--- src/rtl/disp_pkg.sv ---
// Shared definitions for the display source controller: state encoding, default width,
// and a counter-width helper.
package disp_pkg;

    localparam int DISP_W = 8;

    typedef enum logic [1:0] {
        SHOW_TOP = 2'd0,
        ENTRY    = 2'd1,
        HOLD     = 2'd2,
        ERROR    = 2'd3
    } disp_state_t;

    // Width of a down/up counter that must hold values 0..n-1 (at least one bit).
    function automatic int cnt_w(input int n);
        return (n < 2) ? 1 : $clog2(n);
    endfunction

endpackage

--- src/rtl/disp_source_ctrl_blink_prescaler.sv ---
// Blink prescaler: counts BLINK_HALF cycles per half-period and toggles phase at each wrap.
// Held in restart (count 0, phase lit) while run is low.
module blink_prescaler
    import disp_pkg::*;
#(
    parameter int BLINK_HALF = 12_500_000
) (
    input  logic clk,
    input  logic rst,
    input  logic run,
    output logic phase
);

    localparam int CW = cnt_w(BLINK_HALF);

    logic [CW-1:0] r_cnt;
    logic          r_phase;

    always_ff @(posedge clk or posedge rst) begin
        if (rst) begin
            r_cnt   <= '0;
            r_phase <= 1'b0;
        end else if (!run) begin
            r_cnt   <= '0;
            r_phase <= 1'b1;
        end else if (r_cnt == CW'(BLINK_HALF - 1)) begin
            r_cnt   <= '0;
            r_phase <= ~r_phase;
        end else begin
            r_cnt   <= r_cnt + 1'b1;
        end
    end

    assign phase = r_phase;

endmodule

--- src/rtl/disp_source_ctrl.sv ---
// Display source controller: picks stack top / entry / held result / error for the decimal display.
// Define DISP_SRC_BLINK_EN to blink the display in ERROR; otherwise ERROR blanks it.
module disp_source_ctrl
    import disp_pkg::*;
#(
    parameter int W           = DISP_W,
    parameter int HOLD_CYCLES = 50_000_000,
    parameter int BLINK_HALF  = 12_500_000
) (
    input  logic         clk,
    input  logic         rst,
    input  logic [W-1:0] top_val,
    input  logic         top_valid,
    input  logic [W-1:0] entry_val,
    input  logic         entry_active,
    input  logic         result_strobe,
    input  logic         err_strobe,
    input  logic         clr_btn,
    input  logic         sign_btn,
    output logic [W-1:0] value,
    output logic         enable,
    output logic         non_signed,
    output logic [1:0]   state_dbg
);

    localparam int HW = cnt_w(HOLD_CYCLES);

    disp_state_t   r_state;
    logic [W-1:0]  r_value;
    logic [W-1:0]  r_hold_reg;
    logic [HW-1:0] r_hold_cnt;
    logic          r_enable;
    logic          r_non_signed;
    logic          r_clr_prev;
    logic          r_sign_prev;

    logic w_clr_rise;
    logic w_sign_rise;

    assign w_clr_rise  = clr_btn & ~r_clr_prev;
    assign w_sign_rise = sign_btn & ~r_sign_prev;

    // Outputs are computed alongside the next state so they match it one clock after sampling.
    always_ff @(posedge clk or posedge rst) begin
        if (rst) begin
            r_state      <= SHOW_TOP;
            r_value      <= '0;
            r_hold_reg   <= '0;
            r_hold_cnt   <= '0;
            r_enable     <= 1'b0;
            r_non_signed <= 1'b0;
            r_clr_prev   <= 1'b0;
            r_sign_prev  <= 1'b0;
        end else begin
            r_clr_prev  <= clr_btn;
            r_sign_prev <= sign_btn;
            if (w_sign_rise)
                r_non_signed <= ~r_non_signed;

            if (err_strobe) begin
                r_state  <= ERROR;
                r_value  <= '0;
                r_enable <= 1'b0;
            end else if (r_state == ERROR) begin
                if (w_clr_rise) begin
                    r_state  <= SHOW_TOP;
                    r_value  <= top_val;
                    r_enable <= top_valid;
                end else begin
                    r_value  <= '0;
                    r_enable <= 1'b0;
                end
            end else if (result_strobe) begin
                r_state    <= HOLD;
                r_hold_reg <= top_val;
                r_hold_cnt <= HW'(HOLD_CYCLES - 1);
                r_value    <= top_val;
                r_enable   <= 1'b1;
            end else if (entry_active) begin
                r_state  <= ENTRY;
                r_value  <= entry_val;
                r_enable <= 1'b1;
            end else if (r_state == HOLD && r_hold_cnt != '0) begin
                r_hold_cnt <= r_hold_cnt - 1'b1;
                r_value    <= r_hold_reg;
                r_enable   <= 1'b1;
            end else begin
                r_state  <= SHOW_TOP;
                r_value  <= top_val;
                r_enable <= top_valid;
            end
        end
    end

`ifdef DISP_SRC_BLINK_EN
    logic w_blink_run;
    logic w_phase;

    // A fresh error (including one coinciding with clear) restarts the blink lit.
    assign w_blink_run = (r_state == ERROR) && !err_strobe;

    blink_prescaler #(
        .BLINK_HALF(BLINK_HALF)
    ) u_blink (
        .clk  (clk),
        .rst  (rst),
        .run  (w_blink_run),
        .phase(w_phase)
    );

    assign enable = (r_state == ERROR) ? w_phase : r_enable;
`else
    assign enable = r_enable;
`endif

    assign value      = r_value;
    assign non_signed = r_non_signed;
    assign state_dbg  = r_state;

endmodule

--- config.mk ---
export PLATFORM = sky130hd
export DESIGN_NAME = disp_source_ctrl
export DESIGN_NICKNAME = d
export VERILOG_FILES = /design/src/rtl/disp_pkg.sv /design/src/rtl/disp_source_ctrl_blink_prescaler.sv /design/src/rtl/disp_source_ctrl.sv
export SDC_FILE = /design/constraint.sdc
export NUM_CORES = 1
export LEC_CHECK = 0
export CAP_MARGIN = 15
export CORE_MARGIN = 5
export CORE_UTILIZATION = 45
export DETAILED_ROUTE_END_ITERATION = 12
export GPL_TIMING_DRIVEN = 1
export HOLD_SLACK_MARGIN = 0.1
export PLACE_DENSITY_LB_ADDON = 0.25
export REMOVE_ABC_BUFFERS = 1
export SLEW_MARGIN = 15
export SYNTH_ARGS = -nofsm -noshare
export SYNTH_HDL_FRONTEND = slang
export SYNTH_HIERARCHICAL = 1
export SYNTH_SLANG_ARGS = --single-unit
--- constraint.sdc ---
create_clock -name clk -period 2.5 [get_ports clk]
set_input_delay 0.375 -clock clk [delete_from_list [all_inputs] [get_ports clk]]
set_output_delay 0.375 -clock clk [all_outputs]
set_load 0.05 [all_outputs]
==> qor.csv <==
stage,metric,value,unit
finish,Area Overhead vs Synth,25.94,%
finish,Layout fillers,487,
sta,max_slew headroom,59.52,%
floorplan,Die Width,85.37,um
global_route,global-route wire length before repair,10.70,mm
sta,Worst-Margin Slew,0.6016,ns
floorplan,Ports,36,
synthesis,Post-Synthesis Cells,271,
finish,Final Util,58.46,%
setup_path,CP Capture Type,flip-flop,
floorplan,Core ar.,0.005507,mm^2
setup_path,Critical Path RT,2.72,ns
synthesis,post-synthesis sequential area ratio,46.99,%
detailed_routing,WL per Instance,15.92,um
detailed_routing,Post-Route WL,6.288,mm
pwr,total chip power,1.898,mW
placed_design,hpwl dp,4.628,mm
sta,"Hold Violations, Final",0,
synthesis,number of synthesized flops with an enable pin,0,
placed_design,dpl cell area,0.003108,mm^2
clock_tree,clock sinks,48,
floorplan,Die Area,0.007288,mm^2
floorplan,Vert. Die Dim,85.37,um
global_route,initial antenna violation count,0,
sta,Slew Limit Fails,0,
clock_tree,"Reg clk slew, reported paths",0.09,ns
sta,Setup TNS Final,0,ns
setup_path,CP startpoint,r_hold_cnt[0],
placed_design,IO buf count,35,
sta,Setup Skew,0.007112,ns
detailed_routing,DRT Pass-1 Iters,4,
synthesis,syn_area_per_cell,9.432,um^2
global_route,vias in the first global route,2148,
synthesis,asr flop ratio synth,100.0,%
hold_path,Hold WC Path Type,in -> async,
global_route,"Remaining Overflow, GRT",0,
pwr,Power Density,589.5,mW/mm^2
clock_tree,clk_lat worst skew,0.30,ns
sta,final worst path period share,96.50,%
global_route,gr usage total,18.50,%
clock_tree,Num CTS Buffers,5,
run,Max Cap Violations,0,
synthesis,Synth top area share,46.99,%
clock_tree,TritonCTS clock tree,done,
finish,# nets final,348,
setup_path,CP Launch Type,flip-flop,
setup_path,CP max FO,7,
placed_design,setup slack at placement,0.04939,ns
pwr,worst vdd ir,372.7,uV
finish,antenna cells,0,
run_status,status,"complete, no violations",
detailed_routing,final antenna-violating net count,0,
finish,share of cells above drive strength 1,15.48,%
finish,cell area after layout,0.003219,mm^2
detailed_routing,Initial DRC Count,134,
setup_path,CP arrival,2.63,ns
detailed_routing,detailed-route DRC error count,0,
synthesis,Synth area leaders,"dfrtp_1 (47%), nand2_1 (5.9%), xnor2_1 (4.5%), a21oi_1 (3.3%), nor2_1 (2.6%)",
synthesis,Cell variety after synth,48,
clock_tree,Root Buffer,clkbuf_8,
placed_design,Placer Congestion,0.8154,
pwr,P_leak,1.254,nW
sta,final worst slack,0.08746,ns
sta,"Min Clock Period, post-route",2.413,ns
sta,unrepaired setup endpoints after global routing,false,
setup_path,Worst Setup Path Type,reg -> reg,
synthesis,ys flop type,dfrtp_1,
clock_tree,maximum clock insertion buffer count,2,
floorplan,Starting Density,46.42,%
clock_tree,H-Tree Depth,2,
global_route,pin count of the biggest net entering global routing,23,
synthesis,cell taking the most area after synthesis,dfrtp_1,
detailed_routing,DR vias/cell,5.742,
detailed_routing,vias after detailed routing,2268,
sta,maximum clock frequency,414.5,MHz
sta,Final setup viols,0,
synthesis,"top cells by count, synth","dfrtp_1 (48), nand2_1 (40), nor2_1 (18), a21oi_1 (17), xnor2_1 (13)",
synthesis,"FF+latch count, synth",48,
synthesis,most common cell in the netlist,dfrtp_1,
floorplan,# rows,27,
clock_tree,hold_buf cts,0,
synthesis,Mapped Area,0.002556,mm^2
finish,max reg flops,26,
synthesis,Synth warnings,6,
setup_path,r2r startpoint,r_hold_cnt[0],
## critical path, stage by stage, from the launching register on
cell and delay (ns):
dfrtp_1 0.41, inv_1 0.10, ha_1 0.14, or4b_2 0.64, or4_4 0.50, o21ai_1 0.25, nor2_1 0.10, a22oi_1 0.19
## repair_timing
item                       CTS  global route
resized for setup            0             1
setup buffers                0             0
setup endpoints to repair    0            11
hold endpoints to repair     0             0
## worst paths after layout
check | endpoint | slack [ns] | depth (start not counted)
worst min-delay path | r_hold_reg[5] | 0.40 | 2
max in group asynchronous | r_hold_cnt[16] | 1.52 | 3
worst min register to register | non_signed | 0.47 | 1
worst max register to register | r_hold_cnt[0] | 0.09 | 7
worst max-delay path | r_hold_cnt[0] | 0.09 | 7
min in group clk | non_signed | 0.47 | 1
## layer usage
| metal | vias to the layer above | wire length, um | GRT usage [%] |
|---|---|---|---|
| met5 | - | 0 | 0 |
| met2 | 42 | 3010 | 27.68 |
| met4 | 0 | 115 | 8.058 |
| met1 | 1136 | 2937 | 26.02 |
| met3 | 9 | 225 | 3.495 |
| li1 | 1081 | - | - |
## cells by family (layout without fill, tap and decap cells)
kind of cell	after synthesis	count (layout)	synth area share (%)
xor gates and xnor gates	17	17	5.825
AOI/OAI and AO/OA	55	55	14.10
DFF	48	48	46.99
adders and majority gates	2	2	0.9788
and+or+nand+nor	130	130	28.88
buffers and inverters	19	71	3.230
## layout make-up
type	instances	area, um^2	area share (%)
Timing Repair Buffer	57	515.5	16.01
Inverter	6	22.52	0.6996
Tap cell	72	90.09	2.798
Clock buffer	6	72.57	2.254
Multi-Input combinational cell	204	1282	39.84
Clock inverter	2	35.03	1.088
Sequential cell	48	1201	37.31
## metrics by stage
stage / instances / hold slack (ns)
5_1_grt: 395 / 0.4670
2_1_floorplan: 258 / 0.4064
3_5_place_dp: 387 / 0.4623
6_report: 395 / 0.3960
3_3_place_gp: 387 / 0.4582
4_1_cts: 395 / 0.4101
## cell usage in the layout, fill, tap and decap left out, types with 2 or more instances in the layout
master and n:
nand4_1 5, or4b_2 2, a211oi_1 5, or2_2 2, nor2_1 18, or4_1 5
or4_4 3, inv_1 4, or3_1 3, ha_1 2, dfrtp_1 48, nand2_1 40
nor4_2 6, nand3_1 11, buf_4 22, nor4_1 5, xnor2_1 13, nor4b_2 3
nor3b_1 2, a31o_2 2, and3_1 2, clkdlybuf4s50_1 35, o221ai_1 7, a21oi_1 17
nor3_1 7, clkbuf_8 5, xor2_1 4, nor2b_1 2, o21ai_0 12, nand2b_1 10
## report_power, final
part / internal [mW] / total [mW] / switching (mW) / leakage [nW]
registers: 0.858 / 0.905 / 0.0473 / 0.545
clock network: 0.297 / 0.548 / 0.251 / 0.0552
logic: 0.171 / 0.444 / 0.274 / 0.654
total: 1.33 / 1.90 / 0.572 / 1.25
No activity file was read; power rests on OpenSTA's default activity.
